**config.mk**
```make
export PLATFORM = sky130hd
export DESIGN_NAME = adder_stream_driver
export DESIGN_NICKNAME = d
export VERILOG_FILES = /design/src/rtl/adder_stream_driver.sv
export SDC_FILE = /design/constraint.sdc
export NUM_CORES = 1
export LEC_CHECK = 0
export ABC_AREA = 1
export CAP_MARGIN = 30
export CORE_MARGIN = 5
export CORE_UTILIZATION = 54
export CTS_CLUSTER_SIZE = 8
export DETAILED_ROUTE_END_ITERATION = 12
export PLACE_DENSITY = 0.79
export RECOVER_POWER = 50
export SETUP_SLACK_MARGIN = 0.1
export SYNTH_ARGS = -nofsm -noshare
export SYNTH_HDL_FRONTEND = slang
export SYNTH_SLANG_ARGS = --single-unit
export TNS_END_PERCENT = 5
```
**constraint.sdc**
```tcl
create_clock -name clk -period 2.52 [get_ports clk]
set_clock_uncertainty 0.15 [all_clocks]
set_input_delay 0.252 -clock clk [delete_from_list [all_inputs] [get_ports clk]]
set_output_delay 0.252 -clock clk [all_outputs]
set_load 0.01 [all_outputs]
```
**src/rtl/adder_stream_driver.sv**
```systemverilog
// rtl/adder_stream_driver.sv - operand stream to adder driver with in-order result capture and checking
module adder_stream_driver #(
    parameter int RESULT_LATENCY = 1,
    parameter int FIFO_DEPTH     = 4
) (
    input  logic       clk,
    input  logic       reset,
    input  logic       in_valid,
    output logic       in_ready,
    input  logic [3:0] in_a,
    input  logic [3:0] in_b,
    output logic [3:0] a,
    output logic [3:0] b,
    output logic       valid,
    input  logic [6:0] c,
    output logic       res_valid,
    input  logic       res_ready,
    output logic [6:0] res_data,
    output logic       res_mismatch,
    output logic [7:0] err_count
);

    localparam int PW     = $clog2(FIFO_DEPTH);
    localparam int CW     = PW + 1;
    localparam int PIPE_W = RESULT_LATENCY * 7;

    logic                               accept;
    logic                               pop;
    logic                               push;
    logic                               cap_mismatch;
    logic [4:0]                         sum5;
    logic [6:0]                         ref_sum;
    logic [6:0]                         aligned_ref;
    logic [7:0]                         head;

    logic [3:0]                         a_q;
    logic [3:0]                         b_q;
    logic                               valid_q;
    logic [6:0]                         ref_q;

    logic [RESULT_LATENCY-1:0]          tag_q;
    logic [RESULT_LATENCY-1:0][6:0]     ref_pipe_q;

    logic [CW-1:0]                      credits_q;
    logic [CW-1:0]                      credits_d;
    logic [CW-1:0]                      count_q;
    logic [CW-1:0]                      count_d;
    logic [PW-1:0]                      wr_ptr_q;
    logic [PW-1:0]                      wr_ptr_d;
    logic [PW-1:0]                      rd_ptr_q;
    logic [PW-1:0]                      rd_ptr_d;
    logic [7:0]                         err_q;
    logic [7:0]                         err_d;

    // Each entry holds {mismatch, captured c}.
    logic [7:0]                         mem_q [FIFO_DEPTH];

    // Credits count free FIFO slots not yet claimed by an in-flight operation,
    // so any operation that gets issued is guaranteed a slot when its result lands.
    assign in_ready = (credits_q != '0) && reset;
    assign accept   = in_valid && in_ready;
    assign pop      = res_valid && res_ready;

    assign sum5     = {1'b0, in_a} + {1'b0, in_b};
    assign ref_sum  = {2'b00, sum5};

    // The oldest pipeline stage lines up with the cycle in which c carries that operation's sum.
    assign push         = tag_q[RESULT_LATENCY-1];
    assign aligned_ref  = ref_pipe_q[RESULT_LATENCY-1];
    assign cap_mismatch = (c != aligned_ref);

    assign head         = mem_q[rd_ptr_q];
    assign res_valid    = (count_q != '0);
    assign res_data     = res_valid ? head[6:0] : 7'd0;
    assign res_mismatch = res_valid ? head[7] : 1'b0;

    assign a         = a_q;
    assign b         = b_q;
    assign valid     = valid_q;
    assign err_count = err_q;

    // Next-state for credits, FIFO occupancy/pointers and the saturating error counter.
    always_comb begin
        credits_d = credits_q;
        count_d   = count_q;
        wr_ptr_d  = wr_ptr_q;
        rd_ptr_d  = rd_ptr_q;
        err_d     = err_q;

        if (accept && !pop) begin
            credits_d = credits_q - CW'(1);
        end else if (!accept && pop) begin
            credits_d = credits_q + CW'(1);
        end

        if (push && !pop) begin
            count_d = count_q + CW'(1);
        end else if (!push && pop) begin
            count_d = count_q - CW'(1);
        end

        if (push) begin
            wr_ptr_d = wr_ptr_q + PW'(1);
        end
        if (pop) begin
            rd_ptr_d = rd_ptr_q + PW'(1);
        end

        if (push && cap_mismatch && (err_q != 8'hFF)) begin
            err_d = err_q + 8'd1;
        end
    end

    // Issue stage: drive the adder for exactly one cycle per accepted operand pair.
    always_ff @(posedge clk) begin
        if (!reset) begin
            a_q     <= 4'd0;
            b_q     <= 4'd0;
            valid_q <= 1'b0;
            ref_q   <= 7'd0;
        end else begin
            valid_q <= accept;
            if (accept) begin
                a_q   <= in_a;
                b_q   <= in_b;
                ref_q <= ref_sum;
            end
        end
    end

    // Tracking pipeline: tag and reference sum follow each issued operation toward its c.
    always_ff @(posedge clk) begin
        if (!reset) begin
            tag_q      <= '0;
            ref_pipe_q <= '0;
        end else begin
            tag_q      <= RESULT_LATENCY'({tag_q, valid_q});
            ref_pipe_q <= PIPE_W'({ref_pipe_q, ref_q});
        end
    end

    // Counters and pointers; a reset drops everything in flight or buffered.
    always_ff @(posedge clk) begin
        if (!reset) begin
            credits_q <= CW'(FIFO_DEPTH);
            count_q   <= '0;
            wr_ptr_q  <= '0;
            rd_ptr_q  <= '0;
            err_q     <= 8'd0;
        end else begin
            credits_q <= credits_d;
            count_q   <= count_d;
            wr_ptr_q  <= wr_ptr_d;
            rd_ptr_q  <= rd_ptr_d;
            err_q     <= err_d;
        end
    end

    // Result storage; contents need no reset because outputs are masked by res_valid.
    always_ff @(posedge clk) begin
        if (reset && push) begin
            mem_q[wr_ptr_q] <= {cap_mismatch, c};
        end
    end

endmodule

```
After elaboration in Yosys (flattened, before gate mapping)
Memory sizes are Yosys's and may differ from the RTL's. A register that Yosys moved wholly into a read port is not among the register bits.
Index checks and enable logic that the tools add are counted.
- reduce and logical (&&, ||, !) cells: 17
- $add $sub $neg: 8
- shift operators: 0
- $mul: 0
- bitwise logic cells: 0
- mux-type cells: 10
- magnitude comparators: 0
- div/mod/pow operators: 0
- eq/ne operators: 2
- operator list (operator ; count):
    3-bit two-way mux ; 4
    1-bit logical AND ; 10
    8-bit by 1-bit adder with 8-bit output, second input constant ; 1
    8-bit != test, second input constant ; 1
    7-bit two-way mux ; 1
    7-bit by 5-bit != test with 1-bit output ; 1
    3-bit by 1-bit adder with 3-bit output, second input constant ; 2
    3-bit nonzero test ; 2
    3-bit by 1-bit subtractor with 3-bit output, second input constant ; 2
    4-bit by 4-bit adder with 5-bit output ; 1
    2-bit by 1-bit adder with 2-bit output, second input constant ; 2
    2-bit two-way mux ; 2
    2-bit nonzero test ; 2
    1-bit logical NOT ; 3
    1-bit two-way mux ; 3
- register bits: 38
- bits in writable memories: 32
- bits in latches: 0
- input bits: 19
- memory bits (read-only): 0
- memories: 1
- output and inout port bits: 27
- memories (memory ; depth ; bits a word ; rd ports ; clocked after memory_dff ; write ports ; line ; text):
    mem_q ; 4 ; 8 ; 1 ; 1 ; 1 ; 56 ; logic [7:0] mem_q [FIFO_DEPTH];

Longest topological paths before layout
Gate-level depths: netlist of the first run.
- word-level depth: 7
- gate-level depth with buffers: 13
- mapped depth without buffers: 12

Worst setup path after synthesis of the first run
Ideal clock, no wire load.
- kind: register -> register
- start: register count_q[0]
- end: register count_q[2]
- clock period less this slack: 2.082 ns
- arrival: 1.810 ns
- data required time: 2.248 ns
- path slack: 0.438 ns
- stages on the path, launching flop included: 11
- buffers on the path: 0
- cells stage by stage: dfxtp_1 > nor3_4 > nor2_4 > inv_1 > ha_1 > inv_1 > fa_1 > a21oi_1 > o21ai_0 > o21ai_0 > a21oi_1
- longest elaborated chain between the ends: 5
- RTL lines (what ; line ; text):
    start, declared ; 46 ; logic [CW-1:0] count_q;
    start signal, assigned ; 152 ; count_q <= count_d;
    branches (longest 5 deep; another with 3-bit by 1-bit subtractor with 3-bit output) ; -- ;
Parallel ways; which one is timed is not known. The select of a mux whose other input is x is not followed.
A chain may end at the register's enable or synchronous reset.

==> results.ini, run 1 <==
[drt]
drt_iter0_drc = 125
detail_route.wl_per_cell_um = 12.0
vias = 2417
met2_length_um = 2900
wl_um = 5910
met1_length_um = 2630
postRouteAntennaNets = 0
first_pass_iters = 4
top_layer_used = met4
wl_met3_um = 289
vias_per_cell = 4.89
route.detailed.drc = 0

[outcome]
status = complete, no violations

[timing]
clock.fmax_mhz = 444
final_hold_viol_count = 0
max_slew.worst_pin.slew_ps = 849
finalSetupTns_ps = 0
relSlewSlack = 0.434
setup_viol = 0
drv_slew = 0
rsz0062_at_grt = false
timing.final.ws_setup_ps = 267
fin_crit_ps = 2250
finalCritPeriodShare = 0.894

[place]
placed_area_um2 = 3740
io_buffer_count = 45
place.gp.congestion = 0.812
hpwl_um = 4190
dp.cells = 478
preCtsSetupSlack_ps = 282

[die]
rows = 28
die-area_um2 = 7570
core-area_um2 = 5850
die_y_um = 87
io_pins = 46
die_w_um = 87
start_util = 0.547

[synth]
syn_avg_cell_area_um2 = 8.92
syn_inst = 359
mappedNetlistArea_um2 = 3200
syn-num-nets = 392
yosysWarnings = 0
synthDistinctLibCells = 26
ys_seq_area_frac = 0.550
ys_ff_latch = 72

[finish]
nNetsFinal = 447
fillers = 451
stdcell_count = 494
postLayoutCoreUtil = 0.671
drive_above_1_share = 0.0740
fin_area_um2 = 3930
n_antenna_cell = 0
area_growth_pct = 22.6

[cts]
cts_made_buffers = 9
path_clk_slew_ps = 80
clkLatencyLatePin_ps = 330
clock_sinks = 72
htreeDepth = 3
cts_root_buf = clkbuf_8
post_cts_buffers = 0
cts_max_path_buffers = 2
cts_tree = done

[pwr]
clkPwrFrac = 0.274
seq_power_share = 0.426
pwr-share-comb = 0.301
power_switching_share = 0.316
ir_worst_vdd_mv = 0.562
p_sw_w = 0.00104
leakagePower_nw = 1.62
p_int_w = 0.00226
p_per_area_nw_per_um2 = 842

[setup_path]
critPathKind = flip-flop to output pin
startpoint_type = flip-flop
end_kind = output pin
worstPathRequired_ps = 2120
cp_max_fo = 17
arrival_ps = 1850

[min_path]
hold_path_class = flip-flop to flip-flop

[job]
maxCapViolCount = 0

[global_routing]
antenna_found_initial = 0
grt_pass1_wl_um = 10300
grt_usage = 0.176
overflow = 0
grt_pass1_vias = 2388
grt_max_degree = 31

-- timing repair --
action / CTS / global route
hold buffers: 0 / 0
setup endpoints to repair: 0 / 3
resized for setup: 0 / 2
-- per-stage QoR --
stage	total power (W)	hold slack, ps
floorplan	0.00201	201
global placement	0.00241	262
detailed placement	0.00245	267
CTS	0.00335	288
global route	0.00353	312
finish	0.00331	283
-- layout by cell type (no fill, tap or decap), types with 7 or more instances in the layout --
cell type        instances
clkdlybuf4s50_1         36
edfxtp_1                32
o21ai_0                 39
buf_4                    7
clkbuf_8                 9
ha_1                    11
inv_1                   43
nand2_1                 67
nor2_1                  59
dlygate4sd3_1            9
nand3_1                 11
a21oi_1                 25
dfxtp_1                 40
-- kinds of logic after synthesis --
family / synth area share
simple gates: 0.186
flops: 0.550
xor+xnor: 0.0219
buf+inv: 0.0778
compound gates: 0.103
fa+ha+maj: 0.0617
-- path summary, 6_finish.rpt --
| path | end | slack [ps] | depth (start not counted) | startpoint |
|---|---|---|---|---|
| worst max register to register | count_q[2] | 370 | 10 | count_q[0] |
| worst min-delay path | aligned_ref[1] | 280 | 2 | ref_q[1] |
| worst max-delay path | res_data[3] | 270 | 6 | flip-flop |
| worst min register to register | aligned_ref[1] | 280 | 2 | ref_q[1] |
-- critical path: stages (launching register included) --
cell and delay (ps):
dfxtp_1 310, buf_4 220, nor2_1 70, nor2_1 70, o21ai_0 90, a21oi_1 180
clkdlybuf4s50_1 560
-- per-layer routing --
layer | up-vias | GRT usage
li1 | 1265 | -
met1 | 1099 | 0.210
met2 | 46 | 0.301
met3 | 7 | 0.0407
met4 | 0 | 0.0807
met5 | - | 0
-- sequential cells by signal (all words and copies together), names as in the netlist, named ones only --
register	count
wr_ptr_q	2
push	1
mem_q	32
credits_q	3
err_count	8
rd_ptr_q	2
count_q	3
valid	1
a	4
ref_q	5
aligned_ref	5
b	4
-- cell usage after synthesis (all sizes together) --
cell	number	share of area
a21oi	26	0.042
clkbuf	2	0.0027
dfxtp	40	0.25
nand3b	1	0.0023
edfxtp	32	0.30
inv	45	0.053
nand3	11	0.017
xor2	6	0.016
buf	9	0.022
nand2	69	0.082
o21ai	39	0.061
nor3	2	0.0066
fa	3	0.019
ha	11	0.043
nor2	61	0.077
xnor2	2	0.0055
-- final cells by class --
class,instances,area [um^2],area share
flip-flops and latches,72,1760,0.449
repair buffers,55,514,0.131
inverters,45,171,0.0437
clock buffers,9,124,0.0315
multi-input cells,231,1180,0.301
clock inverters,7,77.6,0.0198
well taps,75,93.8,0.0239
-- power groups by stage --
stage | registers [W] | clock network (W) | logic (W)
floorplan | 0.00143 | 0 | 0.000573
global placement | 0.00143 | 0 | 0.000978
detailed placement | 0.00143 | 0 | 0.00101
CTS | 0.00141 | 0.000925 | 0.00102
global route | 0.00142 | 0.000988 | 0.00112
finish | 0.00141 | 0.000904 | 0.000994
Power figures use the tool's default switching activity.
==> inputs of run 2 (changes only) <==
--- a/config.mk
+++ b/config.mk
@@ -8,10 +8,10 @@
 export ABC_AREA = 1
 export CAP_MARGIN = 30
 export CORE_MARGIN = 5
-export CORE_UTILIZATION = 54
+export CORE_UTILIZATION = 45
 export CTS_CLUSTER_SIZE = 8
 export DETAILED_ROUTE_END_ITERATION = 12
-export PLACE_DENSITY = 0.79
+export PLACE_DENSITY = 0.68
 export RECOVER_POWER = 50
 export SETUP_SLACK_MARGIN = 0.1
 export SYNTH_ARGS = -nofsm -noshare
==> run 2 against run 1 <==
Compared with the run above: first-iteration DRC count fell by 23%; sequential cell count did not move; sequential share of layout area decreased by 0.76 points; via count is 1.9% lower.
==> results.ini, run 2 (synthesis results as in run 1) <==
[setup_path]
path_common_cell = nor2_1
critical_path.slowest_cell = clkdlybuf4s50_1
end_kind = output pin
worstPathCellList = buf_4 -> nor2_1 -> nor2_1 -> o21ai_0 -> a21oi_1 -> clkdlybuf4s50_1
cp_num_buf_inv = 2  ; unchanged
critPathKind = flip-flop to output pin
cp_top_family = buffers and inverters
path_depth = 6  ; unchanged
r2r_cells = 10  ; unchanged
slowest_delay_ps = 550  ; about the same
cp_max_fo = 10  ; -7
arrival_ps = 1850  ; about the same
startpoint_type = flip-flop
worstPathRequired_ps = 2120  ; about the same

[finish]
largest_reg_flops = 32  ; unchanged
drive_above_1_share = 0.0788  ; +0.00477
final_common_cell = nand2_1
area_growth_pct = 25.0
n_antenna_cell = 0  ; unchanged
nNetsFinal = 447  ; unchanged
largest-register = mem_q
stdcell_count = 515  ; +4.3%
mostFrequentLayoutCells = 67 x nand2_1, 59 x nor2_1, 43 x inv_1

[place]
place.gp.congestion = 0.760  ; -6.5%
dp.cells = 499  ; +4.4%
io_buffer_count = 45  ; unchanged
hpwl_um = 4120  ; -1.6%

[cts]
clock_sinks = 72  ; unchanged
cts_made_buffers = 9  ; unchanged
cts_max_path_buffers = 2  ; unchanged
cts_tree = done
clkLatencyLatePin_ps = 330  ; about the same
cts_root_buf = clkbuf_8
post_cts_buffers = 0  ; unchanged
path_clk_slew_ps = 70  ; about the same
hold_buffers = 0  ; unchanged
htreeDepth = 3  ; unchanged

[outcome]
status = complete, no violations

[die]
die_w_um = 94.4  ; +8.4%
io_pins = 46  ; unchanged
start_util = 0.466  ; -0.0811
die_y_um = 94.4  ; +8.4%
rows = 30  ; +7.1%
die-area_um2 = 8900  ; +18%
core-area_um2 = 6870  ; +17%

[timing]
rsz0062_at_grt = true
relSlewSlack = 0.416  ; -0.0175
drv_slew = 0  ; unchanged
fin_crit_ps = 2250  ; -0.788 ps
max_slew.worst_pin.slew_ps = 875  ; +26.2 ps
finalSetupTns_ps = 0  ; unchanged
setup_viol = 0  ; unchanged
finalCritPeriodShare = 0.894  ; about the same
clock.fmax_mhz = 444  ; about the same
final_hold_viol_count = 0  ; unchanged

[drt]
vias_per_cell = 4.60  ; -5.9%
first_pass_iters = 4  ; unchanged
drt_iter0_drc = 96  ; -23%
wl_um = 5930  ; +0.37%
vias = 2371  ; -1.9%
detail_route.wl_per_cell_um = 11.5  ; -3.7%
postRouteAntennaNets = 0  ; unchanged
route.detailed.drc = 0  ; unchanged

[pwr]
p_per_area_nw_per_um2 = 871  ; +3.4%
leakagePower_nw = 1.66  ; +2.3%
ir_worst_vdd_mv = 0.495  ; -12%

[global_routing]
grt_usage = 0.148  ; -0.0279
grt_max_degree = 31  ; unchanged
grt_pass1_vias = 2269  ; -5.0%
antenna_found_initial = 0  ; unchanged
overflow = 0  ; unchanged
grt_pass1_wl_um = 10300  ; -0.60%

[min_path]
hold_path_class = flip-flop to flip-flop
worstHoldPathCells = 2  ; unchanged

[job]
maxCapViolCount = 0  ; unchanged

-- run 2: tightest hold or removal path: stages, from the launching register on --
cell	delay (ps)
dfxtp_1	310
nand2_1	60
inv_1	40
-- run 2: what timing repair did --
item | 4_1_cts | 5_1_grt
gates resized for setup | 1 | 2
endpoints found under the hold margin | 0 | 0
endpoints found under the setup margin | 1 | 5
pin swaps | 0 | 1
-- run 2: power breakdown --
group,internal [W],total [W],leakage (nW),switching [W]
clock network,0.000659,0.00108,0.117,0.000420
registers,0.00133,0.00142,0.621,0.0000904
logic,0.000464,0.000981,0.918,0.000517
total,0.00246,0.00348,1.66,0.00103
-- run 2: routing by layer --
metal  up-vias  routed length (um)  share of wire  track usage
li1       1266                   -              -            -
met1      1048                2680           0.45        0.185
met2        49                2850           0.48        0.247
met3         8                 333          0.056       0.0359
met4         0                  72          0.012       0.0614
met5         -                   0              0            0
-- run 2: stage by stage --
| stage | hold slack, ps | cell area (um^2) | worst slack, ps | total power (W) | utilization |
|---|---|---|---|---|---|
| final | 279 | 4000 | 268 | 0.00348 | 0.583 |
| after global routing | 298 | 4000 | 73.3 | 0.00374 | 0.583 |
| after CTS | 282 | 4010 | 202 | 0.00355 | 0.584 |
| after detailed placement | 267 | 3770 | 246 | 0.00246 | 0.548 |
| after global placement | 262 | 3770 | 332 | 0.00243 | 0.548 |
| after floorplan | 201 | 3200 | 438 | 0.00201 | - |
-- run 2: final cells by class --
cell class | instances | area, um^2
clock buffer | 9 | 124
clock inverter | 7 | 119
fill | 593 | 2870
inverter | 45 | 169
multi-input combinational | 231 | 1180
sequential | 72 | 1770
tap | 96 | 120
timing repair buffer | 55 | 522
-- run 2: final timing paths --
kind / startpoint / end / slack, ps
setup reg to reg: count_q[0] / count_q[2] / 410
hold / removal: ref_q[0] / aligned_ref[0] / 280
setup / recovery: flip-flop / res_data[6] / 270
hold reg to reg: ref_q[0] / aligned_ref[0] / 280
